File: src/rtl/adc_pkg.sv
// Shared constants and FSM state type for the ADC scan scheduler.
package adc_pkg;

   localparam int ADC_DW = 8;
   localparam int AVG_N  = 4;
   localparam int AVG_SW = 10;

   typedef enum logic [2:0] {
      S_IDLE   = 3'd0,
      S_SETTLE = 3'd1,
      S_START  = 3'd2,
      S_CONV   = 3'd3,
      S_STORE  = 3'd4,
      S_NEXT   = 3'd5
   } state_e;

endpackage

File: src/rtl/adc_tick_gen.sv
// Scan period generator: one-cycle tick every PERIOD clocks while enabled.
module adc_tick_gen #(
   parameter int PERIOD = 50000
) (
   input  logic s_clk_i,
   input  logic s_rst_i,
   input  logic en_i,
   output logic tick_o
);

   localparam int            CW   = (PERIOD > 1) ? $clog2(PERIOD) : 1;
   localparam logic [CW-1:0] LAST = CW'(PERIOD - 1);

   logic [CW-1:0] cnt_q, cnt_d;

   always_comb begin
      cnt_d = cnt_q;
      if (!en_i || (cnt_q == LAST)) cnt_d = '0;
      else                          cnt_d = cnt_q + 1'b1;
   end

   assign tick_o = en_i && (cnt_q == LAST);

   always_ff @(posedge s_clk_i) begin
      if (s_rst_i) cnt_q <= '0;
      else         cnt_q <= cnt_d;
   end

endmodule

File: src/rtl/adc_scan_sched.sv
// Periodic multi-channel ADC scan scheduler with per-channel result registers.
// ADC_AVG_EN: average four conversions per channel instead of one.
//   state  | meaning
//   IDLE   | waiting for scan tick
//   SETTLE | mux driven, waiting for analog settling
//   START  | one-cycle adc_en to adc_ctrl
//   CONV   | waiting for con_ok or timeout
//   STORE  | write result register, pulse smp_vld
//   NEXT   | advance channel or close frame
module adc_scan_sched
   import adc_pkg::*;
#(
   parameter int CH_NUM  = 4,
   parameter int CH_W    = 2,
   parameter int PERIOD  = 50000,
   parameter int SETTLE  = 100,
   parameter int TIMEOUT = 4096
) (
   input  logic              s_clk_i,
   input  logic              s_rst_i,
   input  logic              scan_en_i,
   output logic              adc_en_o,
   input  logic [7:0]        adc_dout_i,
   input  logic              adc_con_ok_i,
   output logic [CH_W-1:0]   mux_sel_o,
   output logic              smp_vld_o,
   output logic [CH_W-1:0]   smp_ch_o,
   output logic [7:0]        smp_data_o,
   output logic              scan_done_o,
   output logic              busy_o,
   input  logic [CH_W-1:0]   rd_ch_i,
   output logic [7:0]        rd_data_o,
   output logic [CH_NUM-1:0] err_tmo_o,
   output logic              err_ovr_o
);

   localparam int               TMR_MAX   = (SETTLE > TIMEOUT) ? SETTLE : TIMEOUT;
   localparam int               TMR_W     = $clog2(TMR_MAX) + 1;
   localparam logic [TMR_W-1:0] SETTLE_LD = TMR_W'(SETTLE - 1);
   localparam logic [TMR_W-1:0] TMO_LD    = TMR_W'(TIMEOUT - 1);
   localparam logic [CH_W-1:0]  CH_LAST   = CH_W'(CH_NUM - 1);

   state_e              state_q, state_d;
   logic [CH_W-1:0]     ch_q, ch_d;
   logic [TMR_W-1:0]    tmr_q, tmr_d;
   logic [CH_NUM-1:0]   err_tmo_q, err_tmo_d;
   logic                err_ovr_q, err_ovr_d;
   logic                smp_vld_q;
   logic [CH_W-1:0]     smp_ch_q;
   logic [ADC_DW-1:0]   smp_data_q;
   logic [ADC_DW-1:0]   result_q [CH_NUM];
   logic [ADC_DW-1:0]   store_val;
   logic                tick;
   logic                store_en;

`ifdef ADC_AVG_EN
   localparam int AW = $clog2(AVG_N);
   logic [AVG_SW-1:0] acc_q, acc_d;
   logic [AW-1:0]     avg_q, avg_d;
   // Divide-by-four by truncation: keep the top ADC_DW bits of the sum.
   assign store_val = acc_q[AVG_SW-1 -: ADC_DW];
`else
   logic [ADC_DW-1:0] samp_q, samp_d;
   assign store_val = samp_q;
`endif

   adc_tick_gen #(.PERIOD(PERIOD)) u_tick (
      .s_clk_i (s_clk_i),
      .s_rst_i (s_rst_i),
      .en_i    (scan_en_i),
      .tick_o  (tick)
   );

   always_comb begin
      state_d     = state_q;
      ch_d        = ch_q;
      tmr_d       = tmr_q;
      err_tmo_d   = err_tmo_q;
      err_ovr_d   = err_ovr_q | (tick && (state_q != S_IDLE));
      store_en    = 1'b0;
      adc_en_o    = 1'b0;
      scan_done_o = 1'b0;
`ifdef ADC_AVG_EN
      acc_d = acc_q;
      avg_d = avg_q;
`else
      samp_d = samp_q;
`endif
      case (state_q)
         S_IDLE: begin
            if (tick) begin
               state_d = S_SETTLE;
               ch_d    = '0;
               tmr_d   = SETTLE_LD;
`ifdef ADC_AVG_EN
               acc_d = '0;
               avg_d = '0;
`endif
            end
         end
         S_SETTLE: begin
            if (tmr_q == '0) state_d = S_START;
            else             tmr_d   = tmr_q - 1'b1;
         end
         S_START: begin
            adc_en_o = 1'b1;
            tmr_d    = TMO_LD;
            state_d  = S_CONV;
         end
         S_CONV: begin
            // con_ok is checked first so it wins a tie with the timeout.
            if (adc_con_ok_i) begin
`ifdef ADC_AVG_EN
               acc_d = acc_q + AVG_SW'(adc_dout_i);
               if (avg_q == AW'(AVG_N - 1)) begin
                  state_d = S_STORE;
               end else begin
                  avg_d   = avg_q + 1'b1;
                  state_d = S_START;
               end
`else
               samp_d  = adc_dout_i;
               state_d = S_STORE;
`endif
            end else if (tmr_q == '0) begin
               err_tmo_d[ch_q] = 1'b1;
               state_d         = S_NEXT;
            end else begin
               tmr_d = tmr_q - 1'b1;
            end
         end
         S_STORE: begin
            store_en = 1'b1;
            state_d  = S_NEXT;
         end
         S_NEXT: begin
            if ((ch_q == CH_LAST) || !scan_en_i) begin
               scan_done_o = 1'b1;
               state_d     = S_IDLE;
            end else begin
               ch_d    = ch_q + 1'b1;
               tmr_d   = SETTLE_LD;
               state_d = S_SETTLE;
`ifdef ADC_AVG_EN
               acc_d = '0;
               avg_d = '0;
`endif
            end
         end
         default: state_d = S_IDLE;
      endcase
   end

   always_ff @(posedge s_clk_i) begin
      if (s_rst_i) begin
         state_q    <= S_IDLE;
         ch_q       <= '0;
         tmr_q      <= '0;
         err_tmo_q  <= '0;
         err_ovr_q  <= 1'b0;
         smp_vld_q  <= 1'b0;
         smp_ch_q   <= '0;
         smp_data_q <= '0;
         for (int i = 0; i < CH_NUM; i++) result_q[i] <= '0;
`ifdef ADC_AVG_EN
         acc_q <= '0;
         avg_q <= '0;
`else
         samp_q <= '0;
`endif
      end else begin
         state_q   <= state_d;
         ch_q      <= ch_d;
         tmr_q     <= tmr_d;
         err_tmo_q <= err_tmo_d;
         err_ovr_q <= err_ovr_d;
         smp_vld_q <= store_en;
         if (store_en) begin
            result_q[ch_q] <= store_val;
            smp_ch_q       <= ch_q;
            smp_data_q     <= store_val;
         end
`ifdef ADC_AVG_EN
         acc_q <= acc_d;
         avg_q <= avg_d;
`else
         samp_q <= samp_d;
`endif
      end
   end

   assign busy_o     = (state_q != S_IDLE);
   assign mux_sel_o  = ch_q;
   assign smp_vld_o  = smp_vld_q;
   assign smp_ch_o   = smp_ch_q;
   assign smp_data_o = smp_data_q;
   assign err_tmo_o  = err_tmo_q;
   assign err_ovr_o  = err_ovr_q;
   assign rd_data_o  = (int'(rd_ch_i) < CH_NUM) ? result_q[rd_ch_i] : '0;

endmodule
File: config.mk
export PLATFORM = sky130hd
export DESIGN_NAME = adc_scan_sched
export DESIGN_NICKNAME = d
export VERILOG_FILES = /design/src/rtl/adc_pkg.sv /design/src/rtl/adc_tick_gen.sv /design/src/rtl/adc_scan_sched.sv
export SDC_FILE = /design/constraint.sdc
export NUM_CORES = 1
export LEC_CHECK = 0
export ABC_AREA = 1
export CORE_AREA = 4 4 109 111
export CTS_CLUSTER_SIZE = 30
export DETAILED_ROUTE_END_ITERATION = 8
export DIE_AREA = 0 0 113 115
export PLACE_DENSITY = 0.7
export SYNTH_ARGS = -nofsm -noshare
export SYNTH_HDL_FRONTEND = slang
export SYNTH_HIERARCHICAL = 1
export SYNTH_SLANG_ARGS = --single-unit
File: constraint.sdc
create_clock -name s_clk_i -period 2.2 [get_ports s_clk_i]
set_input_delay 0.22 -clock s_clk_i [delete_from_list [all_inputs] [get_ports s_clk_i]]
set_output_delay 0.22 -clock s_clk_i [all_outputs]
set_load 0.01 [all_outputs]
==> qor.txt, run 1 <==
post-synthesis sequential area ratio = 0.498
reg2reg end = tmr_q[7]
commonest non-fill, non-tap cell in the layout = nor2_1
Syn Nets = 557
Worst Setup SP = state_q[1]
H-tree depth = 3
Routed WL = 9700 µm
Lkg Pwr = 1.92 nW
global route overflow = 0
most frequent cells in the layout = 126 x nor2_1, 99 x nand2_1, 57 x dfxtp_1, 54 x inv_1, 41 x clkdlybuf4s50_1
Yosys reg bits = 90
largest family of logic cells by synthesized area = simple AND/OR/NAND/NOR gates
crit-path max FO = 4
XOR/XNOR share of the synthesized area = 0.0123
diode count = 0
WP data arrival = 1.84 ns
CP Cell Sequence = inv_1, nor3_1, clkdlybuf4s50_1
wire per inst = 13.1 µm
cell area after synthesis = 4260 µm²
number of buffers created by CTS = 9
final antenna-violating net count = 0
critical path required time = 1.98 ns
status = completed
hold depth = 2
RSZ-0062 raised after global routing = no
Max stage delay cell, worst path = clkdlybuf4s50_1
drc violations = 0
DRT Pass-1 Iters = 4
Num Clock Sinks = 90
register area = 2120 µm²
post-synthesis adder-cell area fraction = 0.0176
Finish-stage setup viols = 0
# port buffers = 42
HP Class = flop to flop
Tcrit/Tclk final = 0.938
die area = 13000 µm²
Vias/cell = 4.89
initial antenna violation count = 0
slew margin rel. = 0.595
Post-Route Setup TNS = 0 ns
RR Startpoint = u_tick/cnt_q[1]
Finished Core Util = 0.471
Peak Freq = 484 MHz
Final #Nets = 615
met3 Usage GRT = 0.0253
Clock transition at path regs = 0.10 ns
num rows = 38
first-pass GRT wire length = 16200 µm
proportion of layout cells with a drive suffix above 1 = 0.127
Synth cell types = 35
pwr/cell area = 764 nW/µm²
Worst Hold End = err_tmo_o[3]
Slew Limit Fails = 0
crit path time final = 2.06 ns
CP endpoint kind = primary output
die extent in y = 115 µm
fillers = 1070
Worst Skew = 0.0144 ns
placeable core region = 10800 µm²
hpwl dp = 7270 µm
startpoint types = flop
Die X = 113 µm
mux cell area share after synthesis = 0
Setup Crit Path Kind = flop to primary output
CTS Buffer Depth = 2
most used routing layer = met2
routability cong. = 0.860
Synth-to-Final Area Change = 19.4%
clk_lat worst skew = 0.36 ns
Worst Path Buf+Inv = 2
largest net degree at the start of global routing = 25
Reg2Reg Depth = 12
DR iter-0 viols = 225
cell family with most CP delay = buffers and inverters
max_cap viols = 0
area of the multi-input gates = 1820 µm²
post-synthesis compound-gate area fraction = 0.100
Worst-Margin Slew = 0.604 ns
final hold violation count = 0
vias in the first global route = 3447
fin area = 5080 µm²
synthesized instance count = 537
hold_sp = err_tmo_o[3]
yosys warns = 6
vias after detailed routing = 3618
clock root buffer = clkbuf_8
simple-gate share of the synthesized area = 0.295
setup bufs post-CTS = 0
reg2reg setup slack = 0.23 ns
CTS tree = built
hold slack = 0.449 ns
met1 global-route usage = 0.197
Max stage delay on crit path = 0.63 ns
met2 Use GR = 0.263
IO Count = 43
Total GRT Usage = 0.153
worst vdd ir = 404 µV
Post-DP Area = 4890 µm²
average size of a mapped cell = 7.93 µm²
Initial Utilization = 0.395
[registers in the layout (all words and copies together), names as in the netlist]
signal,cells
smp_ch_o,2
tmr_q,13
result_q,32
u_tick/cnt_q,16
samp_q,8
err_tmo_o,4
smp_vld_o,1
mux_sel_o,2
smp_data_o,8
state_q,3
err_ovr_o,1
[worst max-delay path by stage]
stage / endpoint / slack [ns] / cells past startpoint
2_1_floorplan: result_q[3][0] / 0.21 / 4
5_1_grt: tmr_q[6] / 0.02 / 13
3_3_place_gp: tmr_q[10] / 0.16 / 12
3_5_place_dp: result_q[3][5] / 0.07 / 4
4_1_cts: result_q[3][1] / 0.05 / 4
6_report: adc_en_o / 0.14 / 3
[tightest hold or removal path: cells and delay by family, from the launching register on]
| family | cells | cell delay, ns |
|---|---|---|
| AOI/OAI and AO/OA | 1 | 0.05 |
| DFF | 1 | 0.32 |
| buffers and inverters | 1 | 0.04 |
[synthesized netlist by cell type, drive strengths merged]
library cell | count | area share
xnor2 | 3 | 0.0062
clkbuf | 7 | 0.011
o21bai | 2 | 0.0035
ha | 6 | 0.018
nand3 | 28 | 0.042
o22ai | 8 | 0.012
nor2 | 142 | 0.14
nor3b | 1 | 0.0018
nand3b | 1 | 0.0018
a31oi | 1 | 0.0015
a21oi | 24 | 0.028
nor3 | 3 | 0.0035
edfxtp | 32 | 0.23
o21a | 1 | 0.0018
a31o | 8 | 0.016
nand4 | 6 | 0.0088
xor2 | 3 | 0.0062
dfxtp | 58 | 0.27
clkinv | 4 | 0.0035
nand2 | 105 | 0.098
o31ai | 1 | 0.0018
inv | 59 | 0.052
buf | 4 | 0.0097
o21ai | 30 | 0.035
[power breakdown]
part / switching (mW) / internal, mW / total (mW)
Clock: 0.637 / 0.433 / 1.07
Sequential: 0.0746 / 1.80 / 1.88
Combinational: 0.586 / 0.351 / 0.936
[per-stage QoR]
| stage | cells | total power, mW | worst slack [ns] |
|---|---|---|---|
| after CTS | 740 | 3.90 | 0.0544 |
| after global placement | 724 | 2.81 | 0.157 |
| after floorplan | 537 | 2.58 | 0.205 |
| after detailed placement | 724 | 2.84 | 0.0674 |
| final | 740 | 3.88 | 0.135 |
| after global routing | 740 | 4.12 | 0.0231 |
[per-layer routing]
layer / up-vias / share of wire
met1: 1668 / 0.46
met3: 12 / 0.051
met2: 88 / 0.48
li1: 1850 / -
met4: 0 / 0.013
met5: - / 0
[area by class of cell]
type | count | share of cell area
well taps | 140 | 0.0344
clock buffers | 9 | 0.0244
clock inverters | 7 | 0.0121
inverters | 63 | 0.0465
repair buffers | 58 | 0.107
flip-flops and latches | 90 | 0.418
multi-input cells | 373 | 0.358
[cells by family after synthesis]
logic type,count (synthesis)
simple gates,286
flops,90
compound gates,75
buf+inv,74
xor+xnor,6
fa+ha+maj,6
[repair_timing]
item	in CTS	in global routing
endpoints found under the hold margin	0	0
hold buffers	0	0
setup endpoints to repair	0	13
resized for setup	0	4
(Power assumes the default switching activity.)
==> inputs of run 2 (changes only) <==
--- a/config.mk
+++ b/config.mk
@@ -11,6 +11,8 @@
 export DETAILED_ROUTE_END_ITERATION = 8
 export DIE_AREA = 0 0 113 115
 export PLACE_DENSITY = 0.7
+export SETUP_SLACK_MARGIN = 0.4
+export SLEW_MARGIN = 20
 export SYNTH_ARGS = -nofsm -noshare
 export SYNTH_HDL_FRONTEND = slang
 export SYNTH_HIERARCHICAL = 1
==> qor.txt, run 2 (synthesis gave the netlist of run 1 again) <==
max_cap viols = 0 (unchanged)
Gate power share = 0.247 (was 0.241)
most frequent cells in the layout = 120 x nor2_1, 96 x nand2_1, 49 x inv_1, 47 x dfxtp_1, 32 x edfxtp_1 (was 126 x nor2_1, 99 x nand2_1, 57 x dfxtp_1, 54 x inv_1, 41 x clkdlybuf4s50_1)
Clock power frac = 0.265 (was 0.275)
Reg2Reg Depth = 12 (unchanged)
vias after detailed routing = 3655 (was 3618)
IO Count = 43 (unchanged)
pwr/cell area = 740 nW/µm² (was 764 nW/µm²)
Total GRT Usage = 0.153 (about the same)
Lkg Pwr = 1.99 nW (was 1.92 nW)
final hold violation count = 0 (unchanged)
Max stage delay cell, worst path = clkdlybuf4s50_1 (unchanged)
Final #Nets = 621 (was 615)
routability cong. = 0.914 (was 0.860)
largest net degree at the start of global routing = 17 (was 25)
CP Cell Sequence = o21ai_0, o22ai_1, clkdlybuf4s50_1 (was inv_1, nor3_1, clkdlybuf4s50_1)
Peak Freq = 563 MHz (was 484 MHz)
DR iter-0 viols = 272 (was 225)
proportion of layout cells with a drive suffix above 1 = 0.183 (was 0.127)
clock root buffer = clkbuf_8 (unchanged)
drc violations = 0 (unchanged)
RR Startpoint = u_tick/cnt_q[1] (unchanged)
Tcrit/Tclk final = 0.807 (was 0.938)
most flop-heavy register = result_q (unchanged)
Die X = 113 µm (unchanged)
number of buffers created by CTS = 9 (unchanged)
Worst-Margin Slew = 0.507 ns (was 0.604 ns)
Largest regs = result_q x32, u_tick/cnt_q x16, tmr_q x13 (unchanged)
die area = 13000 µm² (unchanged)
commonest non-fill, non-tap cell in the layout = nor2_1 (unchanged)
vias in the first global route = 3502 (was 3447)
Slew Limit Fails = 0 (unchanged)
CTS tree = built (unchanged)
Worst Path Buf+Inv = 1 (was 2)
Sw Ratio = 0.336 (was 0.334)
Initial Utilization = 0.395 (unchanged)
RSZ-0062 raised after global routing = yes (was no)
reg2reg end = tmr_q[10] (was tmr_q[7])
worst vdd ir = 342 µV (was 404 µV)
final antenna-violating net count = 0 (unchanged)
Synth-to-Final Area Change = 23.0% (was 19.4%)
initial antenna violation count = 0 (unchanged)
total power = 3.88 mW (about the same)
Setup Crit Path Kind = flop to primary output (unchanged)
crit-path max FO = 1 (was 4)
critical path required time = 1.98 ns (about the same)
H-tree depth = 3 (unchanged)
hpwl dp = 7230 µm (was 7270 µm)
Max stage delay on crit path = 0.49 ns (was 0.63 ns)
cell family with most CP delay = buffers and inverters (unchanged)
startpoint types = flop (unchanged)
reg2reg setup slack = 0.44 ns (was 0.23 ns)
wire per inst = 13.2 µm (was 13.1 µm)
slew margin rel. = 0.662 (was 0.595)
global route overflow = 0 (unchanged)
Worst Hold End = err_tmo_o[3] (unchanged)
DRT Pass-1 Iters = 4 (unchanged)
hold_sp = err_tmo_o[3] (unchanged)
Finish-stage setup viols = 0 (unchanged)
Vias/cell = 4.90 (was 4.89)
CTS Buffer Depth = 2 (unchanged)
CP endpoint kind = primary output (unchanged)
Routed WL = 9850 µm (was 9700 µm)
status = completed (unchanged)
total net switching power = 1.30 mW (about the same)
num rows = 38 (unchanged)
# port buffers = 42 (unchanged)
HP Class = flop to flop (unchanged)
WP data arrival = 1.56 ns (was 1.84 ns)
first-pass GRT wire length = 16200 µm (about the same)
Post-Route Setup TNS = 0 ns (unchanged)
clk_lat worst skew = 0.36 ns (about the same)
die extent in y = 115 µm (unchanged)
placeable core region = 10800 µm² (unchanged)
hold depth = 2 (unchanged)
Clock transition at path regs = 0.08 ns (was 0.10 ns)
max reg flops = 32 (unchanged)
crit path time final = 1.78 ns (was 2.06 ns)
Int Power = 2.57 mW (was 2.59 mW)
Worst Skew = 0.00917 ns (was 0.0144 ns)
diode count = 0 (unchanged)
Num Clock Sinks = 90 (unchanged)
register share of total power = 0.487 (was 0.483)
CTS Hold Buffers Added = 0 (unchanged)
## run 2: cell types whose count changed in the layout (fill, tap and decap cells not counted), moves of 3 or more
cell,delta
nand2_2,+3
nor2_2,+4
dlygate4sd2_1,+10
nor2_1,-6
dfxtp_4,+6
dfxtp_2,+4
nand2_1,-3
dfxtp_1,-10
inv_1,-5
clkdlybuf4s50_1,-11
buf_4,+5
inv_2,+4
## run 2: worst max path at each step
stage / start / endpoint / slack (ns) / depth (start not counted)
floorplan: u_tick/cnt_q[1] / tmr_q[12] / 0.42 / 13
global placement: rd_ch_i[0] / rd_data_o[3] / 0.24 / 5
detailed placement: rd_ch_i[0] / rd_data_o[1] / 0.12 / 5
CTS: rd_ch_i[0] / rd_data_o[1] / 0.24 / 5
global route: u_tick/cnt_q[7] / tmr_q[11] / 0.33 / 12
finish: result_q[1][1] / rd_data_o[1] / 0.42 / 3
## run 2: power by group through the flow
stage               Sequential (mW)  Clock (mW)  Combinational [mW]
global placement               1.92           0               0.878
global route                   1.90        1.13                1.07
finish                         1.89        1.03               0.959
detailed placement             1.92           0               0.900
floorplan                      1.90           0               0.679
CTS                            1.89        1.05               0.930
## run 2: layer usage
| metal | global-route usage | vias up | wire length, µm |
|---|---|---|---|
| li1 | - | 1856 | - |
| met1 | 0.194 | 1682 | 4470 |
| met2 | 0.254 | 97 | 4690 |
| met3 | 0.0332 | 20 | 451 |
| met4 | 0.0641 | 0 | 239 |
| met5 | 0 | - | 0 |
## run 2: cell type report
class / instances / area (µm²)
sequential: 90 / 2150
clock inverter: 6 / 50.0
inverter: 63 / 239
multi-input combinational: 374 / 1920
clock buffer: 10 / 128
fill: 1007 / 5560
tap: 140 / 175
timing repair buffer: 63 / 571
## run 2: repair_timing
action | in CTS | in global routing
resized for setup | 33 | 21
buffers inserted | 5 | 4
gates cloned | 1 | 0
pin swaps | 9 | 14
endpoints found under the setup margin | 32 | 27
## run 2: stage by stage
| step | util | area (µm²) | instances | hold slack [ns] | setup WS (ns) |
|---|---|---|---|---|---|
| after floorplan | - | 4270 | 537 | 0.409 | 0.419 |
| after global placement | 0.451 | 4870 | 720 | 0.419 | 0.245 |
| after detailed placement | 0.451 | 4870 | 720 | 0.423 | 0.124 |
| after CTS | 0.476 | 5140 | 742 | 0.469 | 0.242 |
| after global routing | 0.485 | 5240 | 746 | 0.498 | 0.331 |
| final | 0.485 | 5240 | 746 | 0.470 | 0.424 |
## run 2: worst reg2reg max path: cells and delay by family (launching register included)
| family | cells | cell delay (ns) |
|---|---|---|
| flip-flops | 1 | 0.37 |
| AND/OR/NAND/NOR | 10 | 1.07 |
| adder cells (fa/ha/maj) | 1 | 0.16 |
| buffers and inverters | 1 | 0.05 |
